==> src/rtl/fp_subtractor_seq_if.sv <==
// Handshake bundle for the sequential single-precision subtractor.
// Master drives operands and out_ready; slave returns in_ready and results.
interface fp_subtractor_seq_if;
    logic        in_valid;
    logic        in_ready;
    logic [31:0] a;
    logic [31:0] b;
    logic        out_valid;
    logic        out_ready;
    logic [31:0] out_data;

    modport master (
        output in_valid,
        output a,
        output b,
        output out_ready,
        input  in_ready,
        input  out_valid,
        input  out_data
    );

    modport slave (
        input  in_valid,
        input  a,
        input  b,
        input  out_ready,
        output in_ready,
        output out_valid,
        output out_data
    );
endinterface

==> src/rtl/fp_subtractor_seq.sv <==
// Multi-cycle IEEE-754 single-precision a - b, one bit of shift per clock.
// Define FP_SUB_RNE_EN for round-to-nearest-even; otherwise round-toward-zero.
module fp_subtractor_seq (
    input  logic               clk,
    input  logic               rst,
    fp_subtractor_seq_if.slave bus
);

    typedef enum logic [2:0] {
        IDLE,
        ALIGN,
        ARITH,
        NORM,
        ROUND,
        DONE
    } state_t;

    state_t      state;
    logic        sx;
    logic        sub;
    logic [8:0]  ex;
    logic [7:0]  diff;
    logic [27:0] mx;
    logic [27:0] my;
    logic [31:0] res_q;
    logic        ov_q;
    logic        ir_q;

    logic        sa;
    logic        sb;
    logic [7:0]  ea;
    logic [7:0]  eb;
    logic [22:0] fa;
    logic [22:0] fb;
    logic        a_nan;
    logic        b_nan;
    logic        a_inf;
    logic        b_inf;
    logic        a_zero;
    logic        b_zero;
    logic        a_big;
    logic        spec_hit;
    logic [31:0] spec_res;

    logic        rnd_inc;
    logic [24:0] rnd_m;
    logic [8:0]  rnd_e;
    logic [31:0] rnd_res;

    assign sa     = bus.a[31];
    assign sb     = ~bus.b[31];
    assign ea     = bus.a[30:23];
    assign eb     = bus.b[30:23];
    assign fa     = bus.a[22:0];
    assign fb     = bus.b[22:0];
    assign a_nan  = (ea == 8'hFF) && (fa != 23'd0);
    assign b_nan  = (eb == 8'hFF) && (fb != 23'd0);
    assign a_inf  = (ea == 8'hFF) && (fa == 23'd0);
    assign b_inf  = (eb == 8'hFF) && (fb == 23'd0);
    assign a_zero = (ea == 8'h00);
    assign b_zero = (eb == 8'h00);
    assign a_big  = bus.a[30:0] >= bus.b[30:0];

    assign bus.in_ready  = ir_q;
    assign bus.out_valid = ov_q;
    assign bus.out_data  = res_q;

    // Resolve NaN/inf/zero operands directly at acceptance
    always_comb begin
        spec_hit = 1'b1;
        spec_res = 32'd0;
        if (a_nan || b_nan) begin
            spec_res = 32'h7FC00000;
        end else if (a_inf && b_inf) begin
            spec_res = (sa != sb) ? 32'h7FC00000 : {sa, 8'hFF, 23'd0};
        end else if (a_inf) begin
            spec_res = {sa, 8'hFF, 23'd0};
        end else if (b_inf) begin
            spec_res = {sb, 8'hFF, 23'd0};
        end else if (a_zero && b_zero) begin
            spec_res = {sa & sb, 31'd0};
        end else if (a_zero) begin
            spec_res = {sb, bus.b[30:0]};
        end else if (b_zero) begin
            spec_res = {sa, bus.a[30:0]};
        end else begin
            spec_hit = 1'b0;
        end
    end

    // Round the normalized significand and pack the final word
    always_comb begin
`ifdef FP_SUB_RNE_EN
        rnd_inc = mx[2] & (mx[1] | mx[0] | mx[3]);
`else
        rnd_inc = 1'b0;
`endif
        rnd_m = {1'b0, mx[26:3]} + {24'd0, rnd_inc};
        rnd_e = ex;
        if (rnd_m[24]) begin
            rnd_m = rnd_m >> 1;
            rnd_e = ex + 9'd1;
        end
        if (rnd_e >= 9'd255) begin
            rnd_res = {sx, 8'hFF, 23'd0};
        end else begin
            rnd_res = {sx, rnd_e[7:0], rnd_m[22:0]};
        end
    end

    // Control FSM and datapath registers, one shift step per clock
    always_ff @(posedge clk or posedge rst) begin
        if (rst) begin
            state <= IDLE;
            sx    <= 1'b0;
            sub   <= 1'b0;
            ex    <= 9'd0;
            diff  <= 8'd0;
            mx    <= 28'd0;
            my    <= 28'd0;
            res_q <= 32'd0;
            ov_q  <= 1'b0;
            ir_q  <= 1'b1;
        end else begin
            case (state)
                IDLE: begin
                    if (bus.in_valid) begin
                        ir_q <= 1'b0;
                        if (spec_hit) begin
                            res_q <= spec_res;
                            ov_q  <= 1'b1;
                            state <= DONE;
                        end else begin
                            sx    <= a_big ? sa : sb;
                            sub   <= sa ^ sb;
                            ex    <= {1'b0, a_big ? ea : eb};
                            diff  <= a_big ? (ea - eb) : (eb - ea);
                            mx    <= {2'b01, a_big ? fa : fb, 3'b000};
                            my    <= {2'b01, a_big ? fb : fa, 3'b000};
                            state <= ALIGN;
                        end
                    end
                end
                ALIGN: begin
                    if (diff >= 8'd27) begin
                        my    <= {27'd0, |my};
                        state <= ARITH;
                    end else if (diff == 8'd0) begin
                        state <= ARITH;
                    end else begin
                        my   <= {1'b0, my[27:2], my[1] | my[0]};
                        diff <= diff - 8'd1;
                        if (diff == 8'd1) begin
                            state <= ARITH;
                        end
                    end
                end
                ARITH: begin
                    mx    <= sub ? (mx - my) : (mx + my);
                    state <= NORM;
                end
                NORM: begin
                    if (mx == 28'd0) begin
                        res_q <= 32'd0;
                        ov_q  <= 1'b1;
                        state <= DONE;
                    end else if (mx[27]) begin
                        mx    <= {1'b0, mx[27:2], mx[1] | mx[0]};
                        ex    <= ex + 9'd1;
                        state <= ROUND;
                    end else if (mx[26]) begin
                        state <= ROUND;
                    end else if (ex == 9'd1) begin
                        res_q <= {sx, 31'd0};
                        ov_q  <= 1'b1;
                        state <= DONE;
                    end else begin
                        mx <= {mx[26:0], 1'b0};
                        ex <= ex - 9'd1;
                        if (mx[25]) begin
                            state <= ROUND;
                        end
                    end
                end
                ROUND: begin
                    res_q <= rnd_res;
                    ov_q  <= 1'b1;
                    state <= DONE;
                end
                DONE: begin
                    if (bus.out_ready) begin
                        ov_q  <= 1'b0;
                        ir_q  <= 1'b1;
                        state <= IDLE;
                    end
                end
                default: begin
                    ov_q  <= 1'b0;
                    ir_q  <= 1'b1;
                    state <= IDLE;
                end
            endcase
        end
    end

endmodule

==> src/flat_wrapper.sv <==
// flat-port wrapper written by rule: the top's interface ports become plain ports
module fp_subtractor_seq_flat 
  (clk, rst, bus_in_valid, bus_a, bus_b, bus_out_ready, bus_in_ready, bus_out_valid, bus_out_data);
  fp_subtractor_seq_if bus_i ();
  input  logic clk;
  input  logic rst;
  input wire logic [$bits(bus_i.in_valid)-1:0] bus_in_valid;
  input wire logic [$bits(bus_i.a)-1:0] bus_a;
  input wire logic [$bits(bus_i.b)-1:0] bus_b;
  input wire logic [$bits(bus_i.out_ready)-1:0] bus_out_ready;
  output wire logic [$bits(bus_i.in_ready)-1:0] bus_in_ready;
  output wire logic [$bits(bus_i.out_valid)-1:0] bus_out_valid;
  output wire logic [$bits(bus_i.out_data)-1:0] bus_out_data;
  assign bus_i.in_valid = bus_in_valid;
  assign bus_i.a = bus_a;
  assign bus_i.b = bus_b;
  assign bus_i.out_ready = bus_out_ready;
  assign bus_in_ready = bus_i.in_ready;
  assign bus_out_valid = bus_i.out_valid;
  assign bus_out_data = bus_i.out_data;
  fp_subtractor_seq u_core (.clk(clk), .rst(rst), .bus(bus_i));
endmodule
==> config.mk <==
export PLATFORM = sky130hd
export DESIGN_NAME = fp_subtractor_seq_flat
export DESIGN_NICKNAME = d
export VERILOG_FILES = /design/src/rtl/fp_subtractor_seq_if.sv /design/src/rtl/fp_subtractor_seq.sv /design/src/flat_wrapper.sv
export SDC_FILE = /design/constraint.sdc
export NUM_CORES = 1
export LEC_CHECK = 0
export ABC_CLOCK_PERIOD_IN_PS = 12600
export CORE_ASPECT_RATIO = 1.5
export CORE_MARGIN = 4
export CORE_UTILIZATION = 45
export DETAILED_ROUTE_END_ITERATION = 12
export PLACE_DENSITY = 0.65
export SLEW_MARGIN = 40
export SYNTH_ARGS = -nofsm -noshare
export SYNTH_HDL_FRONTEND = slang
export SYNTH_SLANG_ARGS = --single-unit
==> constraint.sdc <==
create_clock -name clk -period 12.6 [get_ports clk]
set_input_delay 2.52 -clock clk [delete_from_list [all_inputs] [get_ports clk]]
set_output_delay 2.52 -clock clk [all_outputs]
set_load 0.005 [all_outputs]
### Word level (Yosys, flattened, before mapping)

Index checks and enable logic that the tools add are counted.
W data, S select, Z words.

* bits in registers: 112
* latch bits: 0
* bits in writable memories: 0
* ROM bits: 0
* input bits: 68
* output and inout bits: 34
* logic and storage cells: 163
* memories kept: 0

* add/subtract/negate cells: 7
* multiply operators: 0
* div/mod/pow operators: 0
* magnitude comparators: 3
* equality and inequality tests: 25
* shift-type cells: 0
* muxes and demuxes: 76
* bitwise logic cells: 8
* reduce and logical (&&, ||, !) cells: 33

Operators by type and width (number)
* $mux W32: 14
* $mux W28: 10
* $pmux W32 S3: 1
* $pmux W28 S3: 1
* $pmux W28 S2: 1
* $mux W9: 6
* $mux W8: 6
* $logic_not A23 Y1: 2
* $mux W23: 2
* $reduce_bool A23 Y1: 2
* $mux W3: 11
* $ge A31 B31 Y1: 1
* $mux W31: 1
* $add A28 B28 Y28: 1
* $logic_not A28 Y1: 1
* $reduce_or A28 Y1: 1
* $sub A28 B28 Y28: 1
* $mux W27: 1
* $logic_not A8 Y1: 3
* $pmux W3 S6: 1
* $pmux W9 S2: 1
* $reduce_and A6 Y1: 3
* $mux W1: 17
* $eq A8 B8 Y1 const B: 2
* 37 further kinds: 62

### Logic depth before layout (Yosys ltp)

* depth in word-level cells: 11
* gate-level depth with buffers: 19
* mapped depth without buffers: 18

### Worst setup path before layout

OpenSTA, ideal clock, no wires.

* kind: input to register
* from: input bus_b[23]
* to: register u_core.ex[3]
* library setup time: 121 ps
* data arrival time: 4784 ps
* data required time: 12479 ps
* setup slack: 7695 ps
* stages on the path: 13
* buffers on the path: 2
* cell sequence: inv_1 > ha_1 > fa_1 > a21o_1 > a221o_1 > a31oi_1 > o211a_1 > o211ai_1 > buf_2 > buf_2 > a21oi_1 > o21ai_0 > a22o_1

* longest elaborated chain between the ends: 10
* elaborated cells between the ends (all ways): 21
* those cells by class: order compare: 1; eq/ne: 2; mux: 11; reduce/logical: 7

RTL lines
* from (decl): line flat_wrapper.sv:9 `input wire logic [$bits(bus_i.b)-1:0] bus_b;`
* branches (longest 10 deep; another with $ge A31 B31 Y1)
* to (signal assigned): line fp_subtractor_seq.sv:136 `ex <= {1'b0, a_big ? ea : eb};`
* to (signal assigned): line fp_subtractor_seq.sv:169 `ex <= ex + 9'd1;`
* to (signal assigned): line fp_subtractor_seq.sv:179 `ex <= ex - 9'd1;`
* to (decl): line fp_subtractor_seq.sv:21 `logic [8:0] ex;`

Several ways; the timed one is not identified. The select of a mux whose other input is x is not followed.
A chain may end at the register's enable or synchronous reset.

### Worst setup path after layout

* from: input bus_b[23]
* to: register u_core.diff[6]

* longest elaborated chain between the ends: 10
* elaborated cells between the ends (all ways): 23
* those cells by class: add/sub: 2; order compare: 1; eq/ne: 2; mux: 11; reduce/logical: 7

RTL lines
* branches (longest 10 deep; another with $ge A31 B31 Y1)
* to (signal assigned): line fp_subtractor_seq.sv:137 `diff <= a_big ? (ea - eb) : (eb - ea);`
* to (signal assigned): line fp_subtractor_seq.sv:152 `diff <= diff - 8'd1;`
* to (decl): line fp_subtractor_seq.sv:22 `logic [7:0] diff;`

Several ways; the timed one is not identified. The select of a mux whose other input is x is not followed.

==> flow_metrics.env <==
export IMPL_outcome="completed"
export IMPL_fin_nets=1569
export IMPL_fillers=2291
export IMPL_seq_area_frac_synth=0.266
export IMPL_yosysTopAreaCell="dfrtp_1"
export IMPL_ys_types=77
export IMPL_ios=102
export IMPL_maxCapViolCount=0
export IMPL_fin_tns_setup_ps=0
export IMPL_io_buffers=101
export IMPL_first_global_vias=10600
export IMPL_grt_overflow_total=0
export IMPL_start_util=0.455
export IMPL_drv_slew=0
export IMPL_path_max_fanout=29
export IMPL_cts_htree_levels=3
export IMPL_drt_iter0_drc=857
export IMPL_tightest_slew_ps=840
export IMPL_max_freq_ghz=0.172
export IMPL_syn_nets=1527
export IMPL_core_um2=23000
export IMPL_synth_top_area_share=0.263
export IMPL_async_flop_share=1.00
export IMPL_antenna_left=0
export IMPL_cts_num_sinks=111
export IMPL_fin_area_um2=11900
export IMPL_critical_path_class="input port to flip-flop"
export IMPL_vias=10900
export IMPL_cts_resized=0
export IMPL_period_needed_ps=5830
export IMPL_synth_edf_count=0
export IMPL_grt_pass1_wl_um=60000
export IMPL_die_w_um=132
export IMPL_cts_tree="yes"
export IMPL_antenna_cells=0
export IMPL_synth_ff_type="dfrtp_1"
export IMPL_clockBufferDepth=2
export IMPL_place_area_um2=11600
export IMPL_syn2layout_area_growth_pct=13.7
export IMPL_gp_congestion=0.977
export IMPL_dieArea_um2=25800
export IMPL_syn_avg_cell_area_um2=7.57
export IMPL_drc=0
export IMPL_wl_per_cell_um=22.7
export IMPL_numCtsBuffers=9
export IMPL_startpoint_type="input port"
export IMPL_p_per_area_nw_per_um2=286
export IMPL_rsz0062_at_grt="no"
export IMPL_hold_viol_final=0
export IMPL_synth_seq_cells=111
export IMPL_num_rows=68
export IMPL_clkTransAtPathRegs_ps=90
export IMPL_grt_max_degree=68
export IMPL_endpoint_kind="flip-flop"
export IMPL_arrival_ps=6070
export IMPL_drive_gt1_frac=0.0490
export IMPL_syn_cell_area_um2=10500
export IMPL_vias_per_cell=6.39
export IMPL_cts_hold_buf=0
export IMPL_insertion_delay_ps=380
export IMPL_drt_total_wl_um=38700
export IMPL_clock_root_buffer="clkbuf_16"
export IMPL_cts_setup_buffers=0
export IMPL_grt_use_total=0.294
export IMPL_synth_top_cells_by_area="dfrtp_1 (26%), ha_1 (9.0%), a21oi_1 (7.5%)"
export IMPL_antenna_found_initial=0
export IMPL_setup_viol=0
export IMPL_syn_instance_count=1381
export IMPL_drt_pre_antenna_iters=5
export IMPL_ir_worst_vdd_mv=0.155
export IMPL_fp_dieH_um=195
export IMPL_hold_class="flip-flop to flip-flop"
export IMPL_yosys_warnings=0
export IMPL_timing_final_crit_share=0.463
export IMPL_slew_headroom=0.438
export IMPL_dpl_hpwl_um=29200
export IMPL_clock_skew_ps=13.7
export IMPL_required_ps=12840
export IMPL_p_leak_uw=0.00486
where the power goes:
group / leakage, uW / switching (uW) / internal [uW]
Sequential: 0.00136 / 234 / 528
Combinational: 0.00335 / 1390 / 931
Clock: 0.000155 / 170 / 146
metrics by stage:
stage               total power [uW]  setup slack, ps  hold slack (ps)  cells  utilization
finish                          3400             6770              495   1708        0.518
global route                    3670             6580              530   1708        0.518
CTS                             3390             6810              499   1708        0.518
detailed placement              3060             6410              479   1692        0.504
global placement                3030             6230              472   1692        0.503
floorplan                       2390             7150              451   1381            -
layout make-up:
cell class	instances	area, um^2	share of cell area
Sequential cell	111	2780	0.234
Tap cell	280	350	0.0295
Inverter	70	265	0.0223
Clock inverter	7	91.3	0.00768
Clock buffer	9	225	0.0189
Multi-Input combinational cell	1110	7020	0.590
Timing Repair Buffer	121	1160	0.0980
critical path, stage by stage:
cell and delay [ps]:
clkdlybuf4s50_1 560, inv_1 80, ha_1 230, fa_1 410, a21o_1 180, a221o_1 300, a31oi_1 150, o211a_1 190
o211a_2 640, mux2_2 400, a31oi_1 160, xor2_1 150, o21ai_0 80
path summary, 6_finish.rpt:
| check | startpoint | to | slack [ps] | depth (start not counted) |
|---|---|---|---|---|
| worst max register to register | u_core.my[4]$_DFFE_PP0P_ | u_core.mx[27]$_DFFE_PP0P_ | 7720 | 16 |
| worst max-delay path | bus_b[23] | u_core.diff[6]$_DFFE_PP0P_ | 6770 | 13 |
| worst min-delay path | u_core.bus.out_data[29]$_DFFE_PP0P_ | u_core.bus.out_data[29]$_DFFE_PP0P_ | 490 | 1 |
| max in group asynchronous | rst | u_core.my[14]$_DFFE_PP0P_ | 8950 | 3 |
| min in group asynchronous | rst | u_core.ex[5]$_DFFE_PP0P_ | 2560 | 2 |
| worst min register to register | u_core.bus.out_data[29]$_DFFE_PP0P_ | u_core.bus.out_data[29]$_DFFE_PP0P_ | 490 | 1 |
cells in the final DEF (no fill, tap or decap), drive strengths merged, types with 13 or more instances in the layout:
cell type / synthesis / routed
nand2: 182 / 182
xnor2: 40 / 40
dfrtp: 110 / 110
buf: 40 / 20
nor4: 27 / 27
o21ai: 111 / 111
nor3: 29 / 29
a22o: 29 / 29
a22oi: 46 / 46
clkdlybuf4s50: 0 / 101
nand3: 23 / 23
inv: 70 / 75
a21oi: 156 / 156
ha: 75 / 75
a21o: 18 / 18
o22ai: 24 / 24
nand2b: 13 / 13
mux2i: 14 / 14
nand4: 13 / 13
a31oi: 45 / 45
nor2: 115 / 115
logic make-up after synthesis:
family / count (synthesis) / share of synthesized area
multiplexers: 17 / 0.0166
flip-flops: 111 / 0.266
AND/OR/NAND/NOR: 453 / 0.202
XOR/XNOR: 51 / 0.0427
buffers and inverters: 160 / 0.0684
AO/OA/AOI/OAI: 511 / 0.309
adder cells (fa/ha/maj): 78 / 0.0955
cells in the mapped netlist (5+ instances only):
cell	number
buf_4	9
o21a_1	12
nor4_1	24
buf_6	5
a21o_1	18
nand3_1	23
nor2b_1	8
o22ai_1	24
o21ai_0	92
a22o_1	29
mux2i_1	14
inv_1	70
ha_1	75
nand2b_1	13
a221oi_1	6
nand2_1	182
o21ai_1	18
and2_1	10
xor2_1	11
a21oi_1	156
nor2_1	114
or4_1	10
o211ai_1	11
o21bai_1	5
dfrtp_1	110
nor3_1	29
a21boi_0	5
a22oi_1	44
xnor2_1	40
o221ai_1	11
buf_2	23
a31oi_1	45
nand4_1	13
clkbuf_1	48
per-layer routing:
| metal | share of wire | GRT usage | vias up |
|---|---|---|---|
| met2 | 0.49 | 0.505 | 441 |
| met3 | 0.045 | 0.0324 | 135 |
| met1 | 0.37 | 0.329 | 5204 |
| li1 | - | - | 5128 |
| met5 | 0 | 0 | - |
| met4 | 0.089 | 0.230 | 0 |
state kept, by name, summed over array words and instances (netlist names), 3 cells and up:
name and flops:
u_core.diff 8, u_core.state 3, u_core.bus.out_data 32, u_core.mx 28, u_core.ex 9, u_core.my 27
(Power assumes the default switching activity.)
